<file path="config.mk">
export PLATFORM = sky130hd
export DESIGN_NAME = ppi_access_arbiter
export DESIGN_NICKNAME = d
export VERILOG_FILES = /design/src/rtl/ppi_access_arbiter.sv
export SDC_FILE = /design/constraint.sdc
export NUM_CORES = 1
export LEC_CHECK = 0
export CAP_MARGIN = 10
export CORE_MARGIN = 5
export CORE_UTILIZATION = 43
export DETAILED_ROUTE_END_ITERATION = 7
export PLACE_DENSITY_LB_ADDON = 0.05
export SLEW_MARGIN = 20
export SYNTH_ARGS = -nofsm -noshare
export SYNTH_HDL_FRONTEND = slang
export SYNTH_SLANG_ARGS = --single-unit
</file>
<file path="constraint.sdc">
create_clock -name clock -period 2.5 [get_ports clock]
set_input_delay 0.5 -clock clock [delete_from_list [all_inputs] [get_ports clock]]
set_output_delay 0.5 -clock clock [all_outputs]
set_load 0.05 [all_outputs]
</file>
<file path="src/rtl/ppi_access_arbiter.sv">
// ppi_access_arbiter: two-requester arbiter sequencing single accesses to an 8255-style PPI
module ppi_access_arbiter #(
  parameter int unsigned STROBE_CYCLES  = 2,
  parameter bit          FIXED_PRIORITY = 1'b0
) (
  input  logic       clock,
  input  logic       reset_n,
  input  logic       req0,
  input  logic       req1,
  input  logic       we0,
  input  logic       we1,
  input  logic [1:0] addr0,
  input  logic [1:0] addr1,
  input  logic [7:0] wdata0,
  input  logic [7:0] wdata1,
  input  logic [7:0] ppi_rdata,
  output logic       ack0,
  output logic       ack1,
  output logic [7:0] rdata,
  output logic       busy,
  output logic       ppi_cs,
  output logic       ppi_rd,
  output logic       ppi_wr,
  output logic [1:0] ppi_addr,
  output logic [7:0] ppi_wdata
);
  typedef enum logic [2:0] {IDLE, SETUP, STROBE, HOLD, DONE} state_t;
  localparam logic [3:0] LAST = 4'(STROBE_CYCLES - 1);
  state_t     r_state;
  logic [3:0] r_cnt;
  logic       r_last;
  logic       r_gnt;
  logic       r_we;
  logic       w_gnt;
  // on a tie, round-robin hands the grant to whoever did not win last time
  assign w_gnt = (req0 && req1) ? (FIXED_PRIORITY ? 1'b0 : ~r_last) : req1;
  always_ff @(posedge clock or negedge reset_n)
    if (!reset_n) begin
      r_state   <= IDLE;
      r_cnt     <= '0;
      r_last    <= 1'b1;
      r_gnt     <= 1'b0;
      r_we      <= 1'b0;
      ack0      <= 1'b0;
      ack1      <= 1'b0;
      rdata     <= '0;
      busy      <= 1'b0;
      ppi_cs    <= 1'b0;
      ppi_rd    <= 1'b0;
      ppi_wr    <= 1'b0;
      ppi_addr  <= '0;
      ppi_wdata <= '0;
    end else begin
      ack0 <= 1'b0;
      ack1 <= 1'b0;
      case (r_state)
        IDLE:
          if (req0 || req1) begin
            r_state   <= SETUP;
            r_gnt     <= w_gnt;
            r_last    <= w_gnt;
            r_we      <= w_gnt ? we1 : we0;
            ppi_addr  <= w_gnt ? addr1 : addr0;
            ppi_wdata <= w_gnt ? wdata1 : wdata0;
            ppi_cs    <= 1'b1;
            busy      <= 1'b1;
          end
        SETUP: begin
          r_state <= STROBE;
          r_cnt   <= '0;
          ppi_wr  <= r_we;
          ppi_rd  <= ~r_we;
        end
        STROBE:
          if (r_cnt == LAST) begin
            r_state <= HOLD;
            ppi_wr  <= 1'b0;
            ppi_rd  <= 1'b0;
            if (!r_we) rdata <= ppi_rdata;
          end else begin
            r_cnt <= r_cnt + 4'd1;
          end
        HOLD: begin
          r_state <= DONE;
          ppi_cs  <= 1'b0;
          ack0    <= ~r_gnt;
          ack1    <= r_gnt;
        end
        DONE: begin
          r_state <= IDLE;
          busy    <= 1'b0;
        end
        default: r_state <= IDLE;
      endcase
    end
endmodule

</file>
# == Word level (Yosys, flattened, before mapping) ==
# Cells that the tools add are included.
# word_totals
regBits,34
out_inout_bits,24
input_bits,34
# op_classes
bitwise_logic,3
n_reduce_logical,13
addsub,1
eq_ne,8
mux,17
# op_table
operator,count
$pmux 3 s4,1
$reduce_and 2->1,6
$mux 8,1
$pmux 1 s2,4
$pmux 4 s2,1
$eq 3x2->1 const B,2
$mux 1,6
$mux 3,2
$ne 2x2->1 const B,3
$reduce_bool 2->1,3
$add 4x1->4 const B,1
$eq 4x1->1 const B,1
$mux 4,1
$eq 3x1->1 const B,1
$eq 3x3->1 const B,1
$logic_not 3->1,1
$not 1->1,3
$reduce_and 3->1,1
$mux 2,1
$logic_and 1x1->1,1
$logic_or 1x1->1,1

# == Depth between registers and ports, before layout ==
# Gate-level depths: netlist of run 1.
# logic_depth
word_depth,3
depth_mapped,6

# == Worst setup path after synthesis of run 1 ==
# Ideal clock, no wire load.
# synth_path
kind,register to register
from,register r_state[2]
to,register rdata[0]
setup_slack_ps,660
required_ps,2375
path_stages_with_launch,5
t_arrival_ps,1715
setup_time_ps,125
path_cell_list,dfrtp_1 > or3b_1 > or4_4 > buf_6 > mux2_4
# synth_via
elab_chain_cells,2
# synth_lines
element,line_no,source
start: declaration,29,state_t r_state;
start signal: assignment,39,r_state <= IDLE;
start signal: assignment,59,r_state <= SETUP;
start signal: assignment,69,r_state <= STROBE;
$eq 3x2->1,56,case (r_state)
$reduce_and 3->1 (no line),-,
end signal: assignment,79,if (!r_we) rdata <= ppi_rdata;
end: declaration,19,"output logic [7:0] rdata,"
# No other way between the ends.
# A chain may end at the register's enable or synchronous reset.

# == Worst setup path after layout of run 1 ==
# layout_path
from,register ppi_wdata[7]
to,output port ppi_wdata[7]
# layout_rtl
element,line_no,source
start: declaration,25,output logic [7:0] ppi_wdata
start signal: assignment,64,ppi_wdata <= w_gnt ? wdata1 : wdata0;
# No word-level cell between the ends.

==> results.cfg, run 1 <==
[place]
gp_congestion = 0.720
placed_cells = 220
place_area_sq_mm = 0.00213
dp_hpwl_mm = 2.59
port_buffers = 57

[yosys]
seq_area_frac_synth = 0.557
synthFlopType = dfrtp_1
postSynthAreaPerCell_sq_um = 12.4
synth_nets = 159
async_reset_ff_frac = 1.00
synth.most_common_cell = dfrtp_1
yosys_warnings = 0
yosysTopAreaCell = dfrtp_1
synth_edf_count = 0
synth.top_cells.by_area = dfrtp_1 (54%), mux2_4 (7.8%), a2bb2oi_1 (6.3%)
syn_inst = 123
synth_cell_types = 35
ys_ff_latch = 34
synth_top_area_frac = 0.540
synth_top_cells_by_count = dfrtp_1 (33), a2bb2oi_1 (11), o32ai_1 (11)
syn_area_sq_mm = 0.00153

[setup_path]
cp_slowest_cell = clkdlybuf4s50_1
crit_type = reg2out
cp_num_buf_inv = 1
worst_r2r_path_depth = 3
path_cells = clkdlybuf4s50_1
critPathMaxStageDelay_ps = 810
crit_family = buffers and inverters
rr_startpoint = r_state[2]$_DFFE_PN0P_
r2r_end = rdata[7]$_DFFE_PN0P_
worstPathArrival_ps = 1520
endpoint_kind = primary output
required_ps = 2000
critPathMaxFanout = 2
r2r_slack_ps = 590
startpoint_type = flip-flop

[flow_run]
drv_cap = 0

[route]
dr_wl_met2_mm = 1.66
detail-route-antenna-nets = 0
wl_met3_um = 255
drt-met1-wl_mm = 1.61
drtIter0Drc = 56
drt-total-wl_mm = 3.55
vias = 1196
drt_drc_violations_left = 0
viasPerCell = 5.25
drt_first_pass_iters = 4
routedWlPerCell_um = 15.6
top_layer_used = met4

[clock_network]
cts_tree = done
post_cts_buffers = 0
cts_root_buffer = clkbuf_4
cts.clk_slew.worst_paths_ps = 100
cts_resized = 0
tritoncts.num_buffers = 5
clock_latency_ps = 320
cts_sinks = 34
cts_max_level = 2
cts_hold_buffers = 0
cts_max_path_buffers = 2

[outcome]
status = finished clean

[layout]
post-route-util = 0.647
final_area_sq_mm = 0.00219
fillers = 277
synthToLayoutAreaGrowth_pct = 43.4
drive_above_1_share = 0.126
fin_cells = 228
diodes = 0
layout.nets = 217

[floorplanning]
num_rows = 21
start_util = 0.451
core_sq_mm = 0.00339
die_w_um = 69.7
pin_count = 58
die_area_sq_mm = 0.00485
fp.dieH_um = 69.7

[worst_hold_path]
min_delay_path_depth = 1
hold_start = r_gnt$_DFFE_PN0P_
hp-class = reg2reg
min_to = ack0$_DFF_PN0_

[timing]
period_needed_ps = 2020
fmax_mhz = 494
fin_tns_setup_ps = 0
finalClockSkew_ps = 5.12
relSlewSlack = 0.632
finalCritPeriodShare = 0.809
rsz0062_at_grt = false
drv_slew = 0
finalSetupViolCount = 0
hold_viol = 0
worstMarginPinSlew_ps = 552

[global_routing]
gr-usage-all-layers = 0.158
grt_pass1_wl_mm = 6.20
gr-total-overflow = 0
antenna_found_initial = 0
grt_pass1_vias = 1254
grt_max_degree = 35

[power]
finalPower_uw = 3070
power_density_mw_per_mm2 = 1400
peakVddDrop_uv = 773
p_leak_uw = 0.000961
[report_power, final]
part	total (uW)	switching, uW	internal, uW
Clock	310	174	136
Sequential	988	185	803
Combinational	1770	1050	724
Total	3070	1400	1660
[worst max path at each step]
stage	slack, ps	endpoint	from	cells past startpoint
floorplan	660	rdata[0]$_DFFE_PN0P_	r_state[2]$_DFFE_PN0P_	4
global placement	660	rdata[2]$_DFFE_PN0P_	r_state[2]$_DFFE_PN0P_	3
detailed placement	600	rdata[2]$_DFFE_PN0P_	r_state[2]$_DFFE_PN0P_	3
CTS	460	ppi_wdata[7]	ppi_wdata[7]$_DFFE_PN0P_	1
global route	430	ppi_addr[1]	ppi_addr[1]$_DFFE_PN0P_	1
finish	480	ppi_wdata[7]	ppi_wdata[7]$_DFFE_PN0P_	1
[placed cells by master (no fill, tap or decap), types with 2 or more instances in the layout]
| cell type | count |
|---|---|
| mux2_4 | 8 |
| a21o_1 | 2 |
| mux2i_1 | 3 |
| nand2b_1 | 2 |
| nor3_1 | 2 |
| buf_4 | 3 |
| dfrtp_1 | 33 |
| o32ai_1 | 11 |
| clkbuf_4 | 5 |
| a2bb2oi_1 | 11 |
| nor2b_1 | 2 |
| ha_1 | 2 |
| inv_1 | 7 |
| o22ai_1 | 3 |
| clkdlybuf4s50_1 | 57 |
| nand2_1 | 8 |
| nor2_1 | 3 |
[state kept, by name (all words and copies together), names as in the netlist, 2 cells and up]
name / flops
ppi_addr: 2
r_state: 3
ppi_wdata: 8
r_cnt: 4
rdata: 8
[metrics by stage]
step / hold slack, ps / worst slack (ps)
detailed placement: 472 / 601
floorplan: 204 / 660
global placement: 470 / 655
global route: 516 / 427
CTS: 495 / 465
finish: 489 / 478
[kinds of logic (layout without fill, tap and decap cells)]
logic type | Yosys count | in the layout | share of synthesized area
adder cells (fa/ha/maj) | 2 | 2 | 0.0164
XOR/XNOR | 2 | 2 | 0.0114
buffers and inverters | 16 | 75 | 0.0474
AO/OA/AOI/OAI | 34 | 34 | 0.185
multiplexers | 11 | 11 | 0.0981
flip-flops | 34 | 34 | 0.557
AND/OR/NAND/NOR | 24 | 24 | 0.0850
[final cells by class]
class | count | area (sq um) | share of cell area
sequential | 34 | 852 | 0.388
clock inverter | 1 | 5.00 | 0.00228
timing repair buffer | 60 | 593 | 0.270
tap | 46 | 57.6 | 0.0262
inverter | 7 | 26.3 | 0.0120
multi-input combinational | 73 | 606 | 0.276
clock buffer | 7 | 55.1 | 0.0251
[per-layer routing]
layer | GRT usage | vias to the layer above
li1 | - | 570
met2 | 0.244 | 42
met1 | 0.205 | 579
met4 | 0.0447 | 0
met5 | 0 | -
met3 | 0.0638 | 5
No activity file was read; power rests on OpenSTA's default activity.
==> run 2, diff against run 1 <==
- CORE_UTILIZATION: 43 -> 39
- clock period: 2.5 -> 1.82 ns (I/O delays scaled with it)
==> run 2 against run 1 <==
Against the previous run:
- sequential share of layout area is 0.72 points lower
- design area increased by 1.9%
- hold slack got worse by 32 ps
- sequential power rose by 34%
- die area increased by 8.8%
- non-clock buffer count rose by 6
- register-to-register slack got worse by 540 ps
- count of clock-buffer cells in the layout unchanged
==> results.cfg, run 2 (synthesis results as in run 1) <==
[timing]
finalCritPeriodShare = 0.974
hold_viol = 0
finalClockSkew_ps = 4.08
fmax_mhz = 564
whs_ps = 458
worstMarginPinSlew_ps = 542
period_needed_ps = 1770
rsz0062_at_grt = true
relSlewSlack = 0.637
finalSetupViolCount = 0
drv_slew = 0

[setup_path]
crit_type = reg2reg
crit_family = simple AND/OR/NAND/NOR gates
startpoint_type = flip-flop
rr_startpoint = r_cnt[2]$_DFFE_PN0P_
critPathMaxStageDelay_ps = 540
worst_r2r_path_depth = 3
crit_start = r_cnt[2]$_DFFE_PN0P_
cp_num_buf_inv = 0
path_cells = or3b_4 -> or4_4 -> mux2_4
required_ps = 1990
cp_slowest_cell = or4_4
r2r_end = rdata[3]$_DFFE_PN0P_
r2r_slack_ps = 50
worstPathArrival_ps = 1940
critPathMaxFanout = 8
endpoint_kind = flip-flop

[layout]
layout.nets = 223
fin_cells = 236
post-route-util = 0.597
synthToLayoutAreaGrowth_pct = 46.1
diodes = 0
drive_above_1_share = 0.298
final_cell_mix = dfrtp_1 (33), clkdlybuf4s50_1 (33), buf_4 (32), o32ai_1 (11), a2bb2oi_1 (11)
reg_top3 = ppi_wdata x8, rdata x8, r_cnt x4

[floorplanning]
pin_count = 58
num_rows = 22
fp.dieH_um = 72.6
core_sq_mm = 0.00374
die_w_um = 72.6
start_util = 0.409
die_area_sq_mm = 0.00528

[route]
routedWlPerCell_um = 15.8
drt-total-wl_mm = 3.74
detail-route-antenna-nets = 0
viasPerCell = 5.06
drtIter0Drc = 50
drt_drc_violations_left = 0
vias = 1193
drt_first_pass_iters = 4

[global_routing]
grt_pass1_vias = 1239
grt_pass1_wl_mm = 6.01
gr-usage-all-layers = 0.148
antenna_found_initial = 0
grt_max_degree = 35
gr-total-overflow = 0

[clock_network]
cts_tree = done
tritoncts.num_buffers = 5
clock_latency_ps = 280
cts_hold_buffers = 0
cts_sinks = 34
cts_root_buffer = clkbuf_8
cts_max_path_buffers = 2
cts.clk_slew.worst_paths_ps = 70
cts_max_level = 2

[outcome]
status = finished clean

[place]
dp_hpwl_mm = 2.66
port_buffers = 57
placed_cells = 228
gp_congestion = 0.722

[power]
power_density_mw_per_mm2 = 1960
p_leak_uw = 0.00103
peakVddDrop_uv = 897
finalPower_uw = 4370

[worst_hold_path]
hp-class = in2async

[flow_run]
drv_cap = 0
run 2: where the power goes:
group          leakage (uW)  switching [uW]  total [uW]  internal [uW]
logic              0.000585            1500        2480            986
clock network     0.0000482             265         570            305
registers          0.000399             213        1320           1110
total               0.00103            1970        4370           2400
run 2: final cells by class:
class,count,area [sq um]
fillers,318,1510
clock buffers,7,86.3
well taps,48,60.1
inverters,7,26.3
repair buffers,66,591
clock inverters,1,5.00
flip-flops and latches,34,852
multi-input cells,73,616
run 2: metrics by stage:
step | cell area, sq um | setup TNS, ps | worst slack [ps]
2_1_floorplan | 1540 | -111 | -13.9
3_3_place_gp | 2140 | -640 | -63.8
3_5_place_dp | 2140 | -2040 | -214
4_1_cts | 2230 | 0 | 30.6
5_1_grt | 2240 | -2.49 | -2.49
6_report | 2240 | 0 | 48.1
run 2: what timing repair did:
action,4_1_cts,5_1_grt
gates resized for setup,0,2
setup endpoints to repair,8,9
buffers inserted,0,0
hold endpoints to repair,0,0
pin swaps,1,0
cloned,0,0
run 2: how the worst max path moves through the flow:
stage,endpoint,cells after the start
floorplan,rdata[0]$_DFFE_PN0P_,5
global route,rdata[1]$_DFFE_PN0P_,3
CTS,rdata[6]$_DFFE_PN0P_,3
finish,rdata[3]$_DFFE_PN0P_,3
global placement,ppi_addr[0]$_DFFE_PN0P_,4
detailed placement,ppi_wdata[7]$_DFFE_PN0P_,4
run 2: per-layer routing:
layer  global-route usage  routed length, um
met5                    0                  0
met4               0.0430                 45
met3               0.0606                336
met2                0.201               1530
met1                0.214               1830
==> run 3, diff against run 2 <==
- ABC_CLOCK_PERIOD_IN_PS: unset -> 1820
==> results of run 3 <==
The final DEF is identical to that of run 2; final timing and power are the same.
